`src/rtl/jk_bank_driver.sv`:
```
// Command-side driver for a bank of WIDTH JK flip-flops: turns load, toggle-mask and
// count requests into registered per-bit JK commands while tracking a shadow of the bank.
module jk_bank_driver #(
    parameter int WIDTH = 4
) (
    input  logic                 clk,
    input  logic                 rst,
    input  logic                 req_valid,
    output logic                 req_ready,
    input  logic [1:0]           req_mode,
    input  logic [WIDTH-1:0]     req_data,
    output logic [2*WIDTH-1:0]   jk_bus,
    output logic [WIDTH-1:0]     q_shadow,
    output logic                 busy,
    output logic                 done
);

    localparam logic [1:0] MODE_LOAD   = 2'd0;
    localparam logic [1:0] MODE_TOGGLE = 2'd1;
    localparam logic [WIDTH-1:0] ONE   = {{(WIDTH-1){1'b0}}, 1'b1};

    typedef enum logic [1:0] {
        INIT  = 2'd0,
        IDLE  = 2'd1,
        ISSUE = 2'd2
    } state_t;

    state_t               state, state_next;
    logic [WIDTH-1:0]     pred, pred_next;
    logic [WIDTH-1:0]     steps, steps_next;
    logic [WIDTH-1:0]     step_val;
    logic                 down, down_next;
    logic [2*WIDTH-1:0]   jk_next;
    logic                 ready_next, busy_next, done_next;

    // Counting only sets/resets the bits that differ, never toggles.
    function automatic logic [2*WIDTH-1:0] step_cmd(input logic [WIDTH-1:0] from,
                                                    input logic [WIDTH-1:0] to);
        logic [2*WIDTH-1:0] cmd;
        cmd = '0;
        for (int i = 0; i < WIDTH; i++) begin
            if (from[i] != to[i])
                cmd[2*i +: 2] = to[i] ? 2'b10 : 2'b01;
        end
        return cmd;
    endfunction

    function automatic logic [WIDTH-1:0] apply_cmd(input logic [WIDTH-1:0] q,
                                                   input logic [2*WIDTH-1:0] cmd);
        logic [WIDTH-1:0] r;
        r = q;
        for (int i = 0; i < WIDTH; i++) begin
            case (cmd[2*i +: 2])
                2'b01:   r[i] = 1'b0;
                2'b10:   r[i] = 1'b1;
                2'b11:   r[i] = ~q[i];
                default: r[i] = q[i];
            endcase
        end
        return r;
    endfunction

    always_comb begin
        state_next = state;
        pred_next  = pred;
        steps_next = steps;
        down_next  = down;
        step_val   = '0;
        jk_next    = '0;
        ready_next = 1'b0;
        busy_next  = 1'b1;
        done_next  = 1'b0;
        case (state)
            INIT: begin
                state_next = IDLE;
                ready_next = 1'b1;
                busy_next  = 1'b0;
            end
            IDLE: begin
                ready_next = 1'b1;
                busy_next  = 1'b0;
                if (req_valid && req_ready) begin
                    state_next = ISSUE;
                    ready_next = 1'b0;
                    busy_next  = 1'b1;
                    steps_next = '0;
                    down_next  = req_mode[0];
                    if (req_mode == MODE_LOAD) begin
                        for (int i = 0; i < WIDTH; i++)
                            jk_next[2*i +: 2] = req_data[i] ? 2'b10 : 2'b01;
                    end else if (req_mode == MODE_TOGGLE) begin
                        for (int i = 0; i < WIDTH; i++)
                            jk_next[2*i +: 2] = req_data[i] ? 2'b11 : 2'b00;
                    end else if (req_data != '0) begin
                        // jk_bus is idle here, so q_shadow is the bank value the count starts from.
                        step_val   = req_mode[0] ? (q_shadow - ONE) : (q_shadow + ONE);
                        jk_next    = step_cmd(q_shadow, step_val);
                        pred_next  = step_val;
                        steps_next = req_data - ONE;
                    end
                end
            end
            ISSUE: begin
                if (steps == '0) begin
                    state_next = IDLE;
                    ready_next = 1'b1;
                    busy_next  = 1'b0;
                    done_next  = 1'b1;
                end else begin
                    step_val   = down ? (pred - ONE) : (pred + ONE);
                    jk_next    = step_cmd(pred, step_val);
                    pred_next  = step_val;
                    steps_next = steps - ONE;
                end
            end
            default: begin
                state_next = IDLE;
                ready_next = 1'b1;
                busy_next  = 1'b0;
            end
        endcase
    end

    always_ff @(posedge clk or posedge rst) begin
        if (rst) begin
            state     <= INIT;
            jk_bus    <= {WIDTH{2'b01}};
            q_shadow  <= '0;
            req_ready <= 1'b0;
            busy      <= 1'b1;
            done      <= 1'b0;
            pred      <= '0;
            steps     <= '0;
            down      <= 1'b0;
        end else begin
            state     <= state_next;
            jk_bus    <= jk_next;
            q_shadow  <= apply_cmd(q_shadow, jk_bus);
            req_ready <= ready_next;
            busy      <= busy_next;
            done      <= done_next;
            pred      <= pred_next;
            steps     <= steps_next;
            down      <= down_next;
        end
    end

endmodule

```
`config.mk`:
```
export PLATFORM = sky130hd
export DESIGN_NAME = jk_bank_driver
export DESIGN_NICKNAME = d
export VERILOG_FILES = /design/src/rtl/jk_bank_driver.sv
export SDC_FILE = /design/constraint.sdc
export NUM_CORES = 1
export LEC_CHECK = 0
export BUFFER_PORTS_ARGS = -buffer_cell sky130_fd_sc_hd__buf_4
export CAP_MARGIN = 40
export CORE_MARGIN = 2
export CORE_UTILIZATION = 60
export CTS_CLUSTER_DIAMETER = 100
export DETAILED_ROUTE_END_ITERATION = 10
export GPL_ROUTABILITY_DRIVEN = 1
export PLACE_DENSITY = 0.9
export SETUP_SLACK_MARGIN = 0.3
export SYNTH_ARGS = -nofsm -noshare
export SYNTH_HDL_FRONTEND = slang
export SYNTH_SLANG_ARGS = --single-unit
```
`constraint.sdc`:
```
create_clock -name clk -period 5.9 [get_ports clk]
set_clock_uncertainty 0.2 [all_clocks]
set_input_delay 0.59 -clock clk [delete_from_list [all_inputs] [get_ports clk]]
set_output_delay 0.59 -clock clk [all_outputs]
set_load 0.03 [all_outputs]
```
==> impl_results.md <==
* Crit path DAT at between 2 and 3 ns
* Post-synth EDFFs at 0
* Vias at 1376
* Main synth FF type: dfrtp_1
* Final #Nets at 209
* 1st-pass router iterations at 4
* Status: finished clean
* Total power at 1.036 mW
* Max Cap Violations at 0
* Hold-fix buffers, CTS at 0
* Routability-driven placement congestion ratio at around 0.89
* Worst Hold Class: primary input to asynchronous set/reset pin
* CTS Buffer Depth at 2
* Core area at 2500 um2
* Fmax at 394.8 MHz
* Antenna violations before repair at 0
* Largest area contributor in the netlist: dfrtp_1
* Clk sink count at 26
* Fin. Hold Viols at 0
* Most instantiated cells after synthesis: dfrtp_1, inv_1, nand2_1, nor2_1, a21oi_1
* Total CTS buffers at 3
* Setup crit start kind: register
* Overflow after GRT at 0
* Critical path peak fanout at 22
* Worst Setup SP: state[0]
* # DRC at 0
* Share of cells above drive strength 1 at between 20% and 30%
* First-pass GRT wire length at 6.072 mm
* Slew headroom at 47.50%
* Worst EP required at just under 6 ns
* Crit path kind: register to register
* Area delta synth->final at 13.37%
* RSZ-0062 raised after global routing: false
* Worst r2r src: state[0]
* Detail Route Antenna Nets at 0
* Area share of the largest cell type after synthesis at roughly a third
* Total Neg Setup Slack at 0 ns
* Leakage at about 0.87 nW
* Top cells by area, synth: dfrtp_1, dfstp_2, ha_1, inv_1, nand2_1
* Die X at 55.79 um
* Count leader, synth: dfrtp_1
* Die height at 55.79 um
* Fin crit share at 42.93%
* Slew @ Worst Pin at 0.7874 ns
* Clock Latency Late Sink at about 0.32 ns
* CP endpoint kind: register
* Total GRT Usage at between 20% and 30%
* IO Pins at 24
* Via/cell ratio at between 6 and 7
* Initial DRC count at a little under 100
* Postcts setup bufs at 0
* Cts repair resizes at 0
* PortBufs at 23
* PwrDens at 567.9 nW/um2
* #FFs+latches synth at 26
* Row count at 18
* Setup violators final at 0
* Vias in the first global route at 1336
* Die Area at 3112 um2
* Antenna cells at 0
* Post-DP HPWL at 2.786 mm
* Sequential element share of the synthesized area at 40.82%
* Post-Syn Area at roughly 1600 um2
* Max Slew Vio Count at 0
* Mapped Avg Cell Area at 9.635 um2
* CTS tree: built
* Mapped Cells at 167
* Synth cell types at 48
* Final min period at 2.533 ns
* Syn Nets at 186
* Worst VDD drop at 395.1 uV
* Asr flop ratio synth at 100.0%
* Largest net degree at the start of global routing at 23
* Post-layout util at 72.97%
* DR WL/cell at about 17 um
* H-tree levels at 1
* Starting density of the core at 64.36%
* CTS root buf: clkbuf_4
* Syn. warnings at 0
* Post-Route WL at 3.676 mm
* Clk pin slew, worst setup/hold paths at roughly 0.14 ns
flip-flops by register name, summed over array words and instances (netlist names):
| name | flops |
|---|---|
| state | 2 |
| pred | 4 |
| down | 1 |
| done | 1 |
| jk_bus | 8 |
| steps | 4 |
| req_ready | 1 |
| busy | 1 |
| q_shadow | 4 |
critical path, stage by stage (launching register included):
cell and delay, ns:
dfrtp_1 0.42, inv_1 0.09, ha_1 0.68, o21ai_0 0.48, or4_1 0.50, o21ai_0 0.09
layout make-up:
| type | count | area, um2 |
|---|---|---|
| fill | 174 | 675.6 |
| timing repair buffer | 24 | 187.7 |
| tap | 30 | 37.54 |
| inverter | 17 | 63.81 |
| multi-input combinational | 118 | 852.1 |
| sequential | 26 | 656.9 |
| clock buffer | 4 | 26.28 |
per-layer routing:
layer  track usage, %  wire length, um  share of wire [%]
met1            32.47             1490                 41
met2            40.48             1809                 49
met3            3.256              242                6.6
met5                0                0                  0
met4            12.20              133                3.6
kinds of logic (layout without fill, tap and decap cells):
logic type      Yosys count  after routing  synth area share, %
buf+inv                  23             45                6.220
simple gates             48             48                15.32
fa+ha+maj                10             10                8.710
compound gates           48             48                21.31
mux                       2              2                1.322
flops                    26             26                40.82
xor+xnor                 10             10                6.299
power by group:
part | internal, mW | switching [mW] | total, mW | leakage, nW
Sequential | 0.256 | 0.0823 | 0.338 | 0.313
Clock | 0.0265 | 0.0516 | 0.0781 | 0.0150
Combinational | 0.247 | 0.373 | 0.620 | 0.540
path summary, 6_finish.rpt:
check                           slack (ns)  cells after the start     endpoint
worst max register to register        3.37                      5    jk_bus[7]
worst min register to register        0.30                      2  q_shadow[0]
max in group asynchronous             4.89                      3         busy
worst max-delay path                  3.37                      5    jk_bus[7]
min in group clk                      0.30                      2  q_shadow[0]
worst min-delay path                  0.06                      2     steps[2]
through the flow:
step | setup slack (ns) | area (um2) | instances | hold slack [ns]
after floorplan | 3.719 | 1609 | 167 | 0.2864
after global placement | 3.509 | 1783 | 214 | 0.2635
after detailed placement | 3.451 | 1798 | 215 | 0.2718
after CTS | 3.440 | 1824 | 219 | 0.06412
after global routing | 3.299 | 1824 | 219 | 0.08484
final | 3.367 | 1824 | 219 | 0.05703
cells in the final DEF (no fill, tap or decap), types with 8 or more instances in the layout:
master / Yosys / layout
nor2_1: 11 / 11
nand2_1: 14 / 14
ha_1: 8 / 8
o22ai_1: 8 / 8
buf_4: 3 / 23
a21oi_1: 9 / 9
o21ai_0: 8 / 8
inv_1: 17 / 17
dfrtp_1: 21 / 21
No activity file was read; power rests on OpenSTA's default activity.
